### config.mk
export PLATFORM = sky130hd
export DESIGN_NAME = relu_maxpool2
export DESIGN_NICKNAME = d
export VERILOG_FILES = /design/src/rtl/relu_pool_pkg.sv /design/src/rtl/relu_requant.sv /design/src/rtl/relu_maxpool2.sv
export SDC_FILE = /design/constraint.sdc
export NUM_CORES = 1
export LEC_CHECK = 0
export ABC_AREA = 1
export BUFFER_PORTS_ARGS = -buffer_cell sky130_fd_sc_hd__clkbuf_2
export CORE_ASPECT_RATIO = 1.4
export CORE_UTILIZATION = 40
export DETAILED_ROUTE_END_ITERATION = 16
export SYNTH_ARGS = -nofsm -noshare
export SYNTH_HDL_FRONTEND = slang
export SYNTH_HIERARCHICAL = 1
export SYNTH_SLANG_ARGS = --single-unit
### constraint.sdc
create_clock -name clk -period 6.6 [get_ports clk]
set_clock_uncertainty 0.15 [all_clocks]
set_input_delay 1.98 -clock clk [delete_from_list [all_inputs] [get_ports clk]]
set_output_delay 1.98 -clock clk [all_outputs]
set_load 0.01 [all_outputs]
### src/rtl/relu_pool_pkg.sv
// Shared sizes and sample types for the ReLU / requantise / 2x2 max-pool stage
// that sits behind the 3x3 conv accumulator stream.
package relu_pool_pkg;

    localparam int IN_W   = 32;  // conv accumulator width
    localparam int OUT_W  = 16;  // pooled pixel width
    localparam int SHIFT  = 8;   // requant right shift after ReLU
    localparam int IMG_W  = 28;  // incoming row stride, including wrap columns
    localparam int CONV_W = 26;  // valid columns per row
    localparam int CONV_H = 26;  // rows per frame

    localparam int COL_W    = $clog2(IMG_W);
    localparam int ROW_W    = $clog2(CONV_H);
    localparam int LB_DEPTH = CONV_W / 2;
    localparam int LB_AW    = $clog2(LB_DEPTH);

    typedef logic signed [IN_W-1:0]  acc_t;
    typedef logic signed [OUT_W-1:0] pix_t;

    localparam pix_t OUT_MAX = pix_t'((2 ** (OUT_W - 1)) - 1);

endpackage

### src/rtl/relu_requant.sv
// Combinational ReLU, arithmetic right shift by SHIFT and saturation to OUT_W.
// sat flags samples whose shifted value exceeded OUT_MAX.
module relu_requant
    import relu_pool_pkg::*;
(
    input  logic signed [IN_W-1:0]  data_in,
    output logic signed [OUT_W-1:0] q,
    output logic                    sat
);

    localparam acc_t OUT_MAX_ACC = acc_t'(OUT_MAX);

    function automatic pix_t saturate(input acc_t y);
        return (y > OUT_MAX_ACC) ? OUT_MAX : pix_t'(y[OUT_W-1:0]);
    endfunction

    acc_t relu_x;
    acc_t shifted;

    // Clamp negatives to zero, scale down, then saturate into the pixel range.
    always_comb begin
        relu_x  = data_in[IN_W-1] ? '0 : data_in;
        shifted = relu_x >>> SHIFT;
        q       = saturate(shifted);
        sat     = (shifted > OUT_MAX_ACC);
    end

endmodule

### src/rtl/relu_maxpool2.sv
// ReLU + requant + 2x2 stride-2 max pooling over the conv accumulator stream.
// Wrap columns (col >= CONV_W) only advance the position counters.
// Optional build macro SAT_COUNT_EN adds a sticky 16-bit saturation counter
// (sat_cnt) that clears on an sof sample and on reset.
module relu_maxpool2
    import relu_pool_pkg::*;
(
    input  logic                    clk,
    input  logic                    rst_n,
    input  logic signed [IN_W-1:0]  data_in,
    input  logic                    in_valid,
    input  logic                    sof,
    output logic signed [OUT_W-1:0] data_out,
    output logic                    out_valid,
    output logic                    frame_last
`ifdef SAT_COUNT_EN
    ,
    output logic [15:0]             sat_cnt
`endif
);

    localparam logic [COL_W-1:0] COL_LAST  = COL_W'(IMG_W - 1);
    localparam logic [COL_W-1:0] COL_VALID = COL_W'(CONV_W);
    localparam logic [COL_W-1:0] COL_VLAST = COL_W'(CONV_W - 1);
    localparam logic [ROW_W-1:0] ROW_LAST  = ROW_W'(CONV_H - 1);

    function automatic pix_t pix_max(input pix_t a, input pix_t b);
        return (a > b) ? a : b;
    endfunction

    logic [COL_W-1:0] col, cur_col;
    logic [ROW_W-1:0] row, cur_row;
    logic             col_ok;
    logic [LB_AW-1:0] lb_idx;
    pix_t             q, hold, pm, lb_rd;
    logic             sat;
    pix_t             lbuf [LB_DEPTH];

    relu_requant u_requant (
        .data_in (data_in),
        .q       (q),
        .sat     (sat)
    );

    // Position of the current sample (sof snaps it to the frame origin) and
    // the horizontal pair maximum / line-buffer read for its column pair.
    always_comb begin
        cur_col = sof ? '0 : col;
        cur_row = sof ? '0 : row;
        col_ok  = (cur_col < COL_VALID);
        lb_idx  = cur_col[LB_AW:1];
        pm      = pix_max(hold, q);
        lb_rd   = lbuf[lb_idx];
    end

    // Raster position counters, advanced once per accepted sample.
    always_ff @(posedge clk or negedge rst_n) begin
        if (!rst_n) begin
            col <= '0;
            row <= '0;
        end else if (in_valid) begin
            if (cur_col == COL_LAST) begin
                col <= '0;
                row <= (cur_row == ROW_LAST) ? '0 : cur_row + ROW_W'(1);
            end else begin
                col <= cur_col + COL_W'(1);
                row <= cur_row;
            end
        end
    end

    // Even column parks its pixel; odd column on an odd row closes a window.
    always_ff @(posedge clk or negedge rst_n) begin
        if (!rst_n) begin
            hold       <= '0;
            data_out   <= '0;
            out_valid  <= 1'b0;
            frame_last <= 1'b0;
        end else begin
            out_valid  <= 1'b0;
            frame_last <= 1'b0;
            if (in_valid && col_ok) begin
                if (!cur_col[0]) begin
                    hold <= q;
                end else if (cur_row[0]) begin
                    data_out   <= pix_max(pm, lb_rd);
                    out_valid  <= 1'b1;
                    frame_last <= (cur_row == ROW_LAST) && (cur_col == COL_VLAST);
                end
            end
        end
    end

    // Line buffer keeps even-row pair maxima; always written before read.
    always_ff @(posedge clk) begin
        if (in_valid && col_ok && cur_col[0] && !cur_row[0]) begin
            lbuf[lb_idx] <= pm;
        end
    end

`ifdef SAT_COUNT_EN
    // Sticky count of saturated valid-column samples since the last sof.
    always_ff @(posedge clk or negedge rst_n) begin
        if (!rst_n) begin
            sat_cnt <= '0;
        end else if (in_valid && col_ok) begin
            if (sof) begin
                sat_cnt <= sat ? 16'd1 : 16'd0;
            end else if (sat && (sat_cnt != 16'hFFFF)) begin
                sat_cnt <= sat_cnt + 16'd1;
            end
        end
    end
`endif

endmodule

==> impl_metrics.json <==
{
  "ir_drop_mv": 0.232,
  "row_count": 72,
  "design_area_sq_mm": 0.0129,
  "place.gp.congestion": 0.813,
  "setup_viol": 0,
  "cts_made_buffers": 23,
  "p_seq_share_pct": 46.3,
  "fin_tns_setup_ns": 0,
  "crit_fanout": 16,
  "drive_gt1_share_pct": 15.1,
  "rsz0062_at_grt": "no",
  "status": "completed",
  "synthCells": 1031,
  "coreArea_sq_mm": 0.0277,
  "synth_area_sq_mm": 0.0113,
  "cts_root_buf": "clkbuf_16",
  "synth_nets": 1103,
  "slew_headroom_pct": 32.3,
  "worst_pin_slew_ns": 1.02,
  "drv_slew": 0,
  "syn_to_final_growth_pct": 14.1,
  "die_area_sq_mm": 0.0290,
  "clockPowerShare_pct": 32.6,
  "final_hold_viol_count": 0,
  "cts_tree": "done",
  "num_antenna_cells": 0,
  "cts.sinks": 252,
  "drt_wl_total_mm": 26.2,
  "wl_per_cell_um": 17.6,
  "power_leakage_nw": 5.13,
  "cts_setup_buffers": 0,
  "initial_core_util_pct": 40.9,
  "via_count": 7697,
  "drtAntennaViolNets": 0,
  "h-tree-depth": 1,
  "arrival_ns": 6.07,
  "p_total_mw": 4.23,
  "yosysWarnings": 6,
  "grt_pass1_vias": 7674,
  "die_w_um": 144,
  "finalCriticalPeriod_ns": 5.81,
  "holdBufCountCts": 0,
  "crit_required_ns": 6.86,
  "cap_violations": 0,
  "utilization_pct": 46.7,
  "pwr_density_cell_mw_per_mm2": 327,
  "grt_pass1_wl_mm": 41.6,
  "clk_pin_slew_worst_paths_ns": 0.07,
  "cp_common_cell": "nand2_1",
  "via_per_inst": 5.17,
  "min_path_type": "flip-flop to flip-flop",
  "combPwrFrac_pct": 21.1,
  "postCtsResizedCells": 0,
  "place_area_sq_mm": 0.0122,
  "cp_slowest_cell": "ha_1",
  "sw_frac_of_total_pct": 28.5,
  "insertion_delay_ns": 0.52,
  "dr.pass1.iters": 5,
  "whs_ns": 0.330,
  "first_iter_violations": 414,
  "die_h_um": 201,
  "cp-end-kind": "flip-flop",
  "grt_overflow": 0,
  "worstSetupPathType": "input port to flip-flop",
  "power.internal_mw": 3.02,
  "cp_slowest_stage_delay_ns": 0.33,
  "io_buffers": 45,
  "dp_hpwl_mm": 17.4,
  "nets": 1176,
  "drc": 0,
  "grt_start_max_net_pins": 50,
  "finalCritPeriodShare_pct": 88.0,
  "io_pins": 54,
  "fmax_mhz": 172,
  "crit_path_start_kind": "input port",
  "antenna_found_initial": 0,
  "postSynthAreaPerCell_sq_um": 11.0,
  "power.switching_mw": 1.21,
  "clock_path_buffers": 3,
  "gr-usage-all-layers_pct": 18.9
}
[worst paths after layout]
check                            startpoint           end  slack, ns  cells past startpoint
max in group asynchronous             rst_n   data_out[9]       4.47                      2
worst min-delay path            data_out[1]   data_out[1]       0.33                      2
min in group asynchronous             rst_n        row[2]       1.39                      2
worst max register to register     hold[15]  data_out[15]       2.68                     18
worst max-delay path            data_in[31]  data_out[15]       0.79                     26
worst min register to register  data_out[1]   data_out[1]       0.33                      2
[state kept, by name, summed over array words and instances (netlist names)]
register	count
out_valid	1
row	5
hold	16
col	5
lbuf	208
data_out	16
frame_last	1
[per-stage QoR]
step           setup WS, ns  cells
6_report              0.790   1490
5_1_grt               0.281   1490
4_1_cts               0.759   1490
3_5_place_dp          0.218   1449
3_3_place_gp          0.310   1449
2_1_floorplan         0.833   1031
[per-layer routing]
metal	wire length (um)	track usage [%]	vias to the layer above
li1	-	-	3746
met1	10500	22.3	3766
met2	14300	35.3	152
met3	837	1.69	33
met4	561	5.71	0
met5	0	0	-
[final cells by class]
class / count / area, sq um
Fill cell: 2607 / 14800
Sequential cell: 252 / 7350
Multi-Input combinational cell: 683 / 3540
Timing Repair Buffer: 91 / 621
Clock buffer: 28 / 604
Tap cell: 370 / 463
Inverter: 53 / 201
Clock inverter: 13 / 166
[critical path, delay by kind of cell]
kind / cells / cell delay [ns]
buffers and inverters: 5 / 0.75
adders and majority gates: 2 / 0.64
and+or+nand+nor: 19 / 2.67
[placed cells by master (no fill, tap or decap), types with 2 or more instances in the layout]
master / n
clkinv_2: 4
nand4_1: 52
clkbuf_2: 45
nand2_1: 339
clkinvlp_4: 2
clkbuf_1: 4
ha_1: 36
clkbuf_16: 23
bufinv_16: 4
xor2_1: 2
buf_4: 42
clkinv_1: 3
nand2_2: 5
nand3_1: 47
nand3_2: 13
nor2_2: 5
inv_2: 7
edfxtp_1: 208
nor2_1: 50
nor3_1: 3
buf_12: 4
a22oi_1: 32
dfrtp_1: 44
nor2_4: 6
o22ai_1: 3
inv_1: 45
a21oi_1: 51
o21ai_0: 24
nand2_4: 5
[power groups by stage]
stage	logic, mW	registers [mW]	clock network [mW]
global route	1.01	1.97	1.46
CTS	0.907	1.96	1.40
finish	0.893	1.96	1.38
floorplan	0.529	2.01	0
detailed placement	0.905	1.99	0
global placement	0.887	1.99	0
Power figures use the tool's default switching activity.
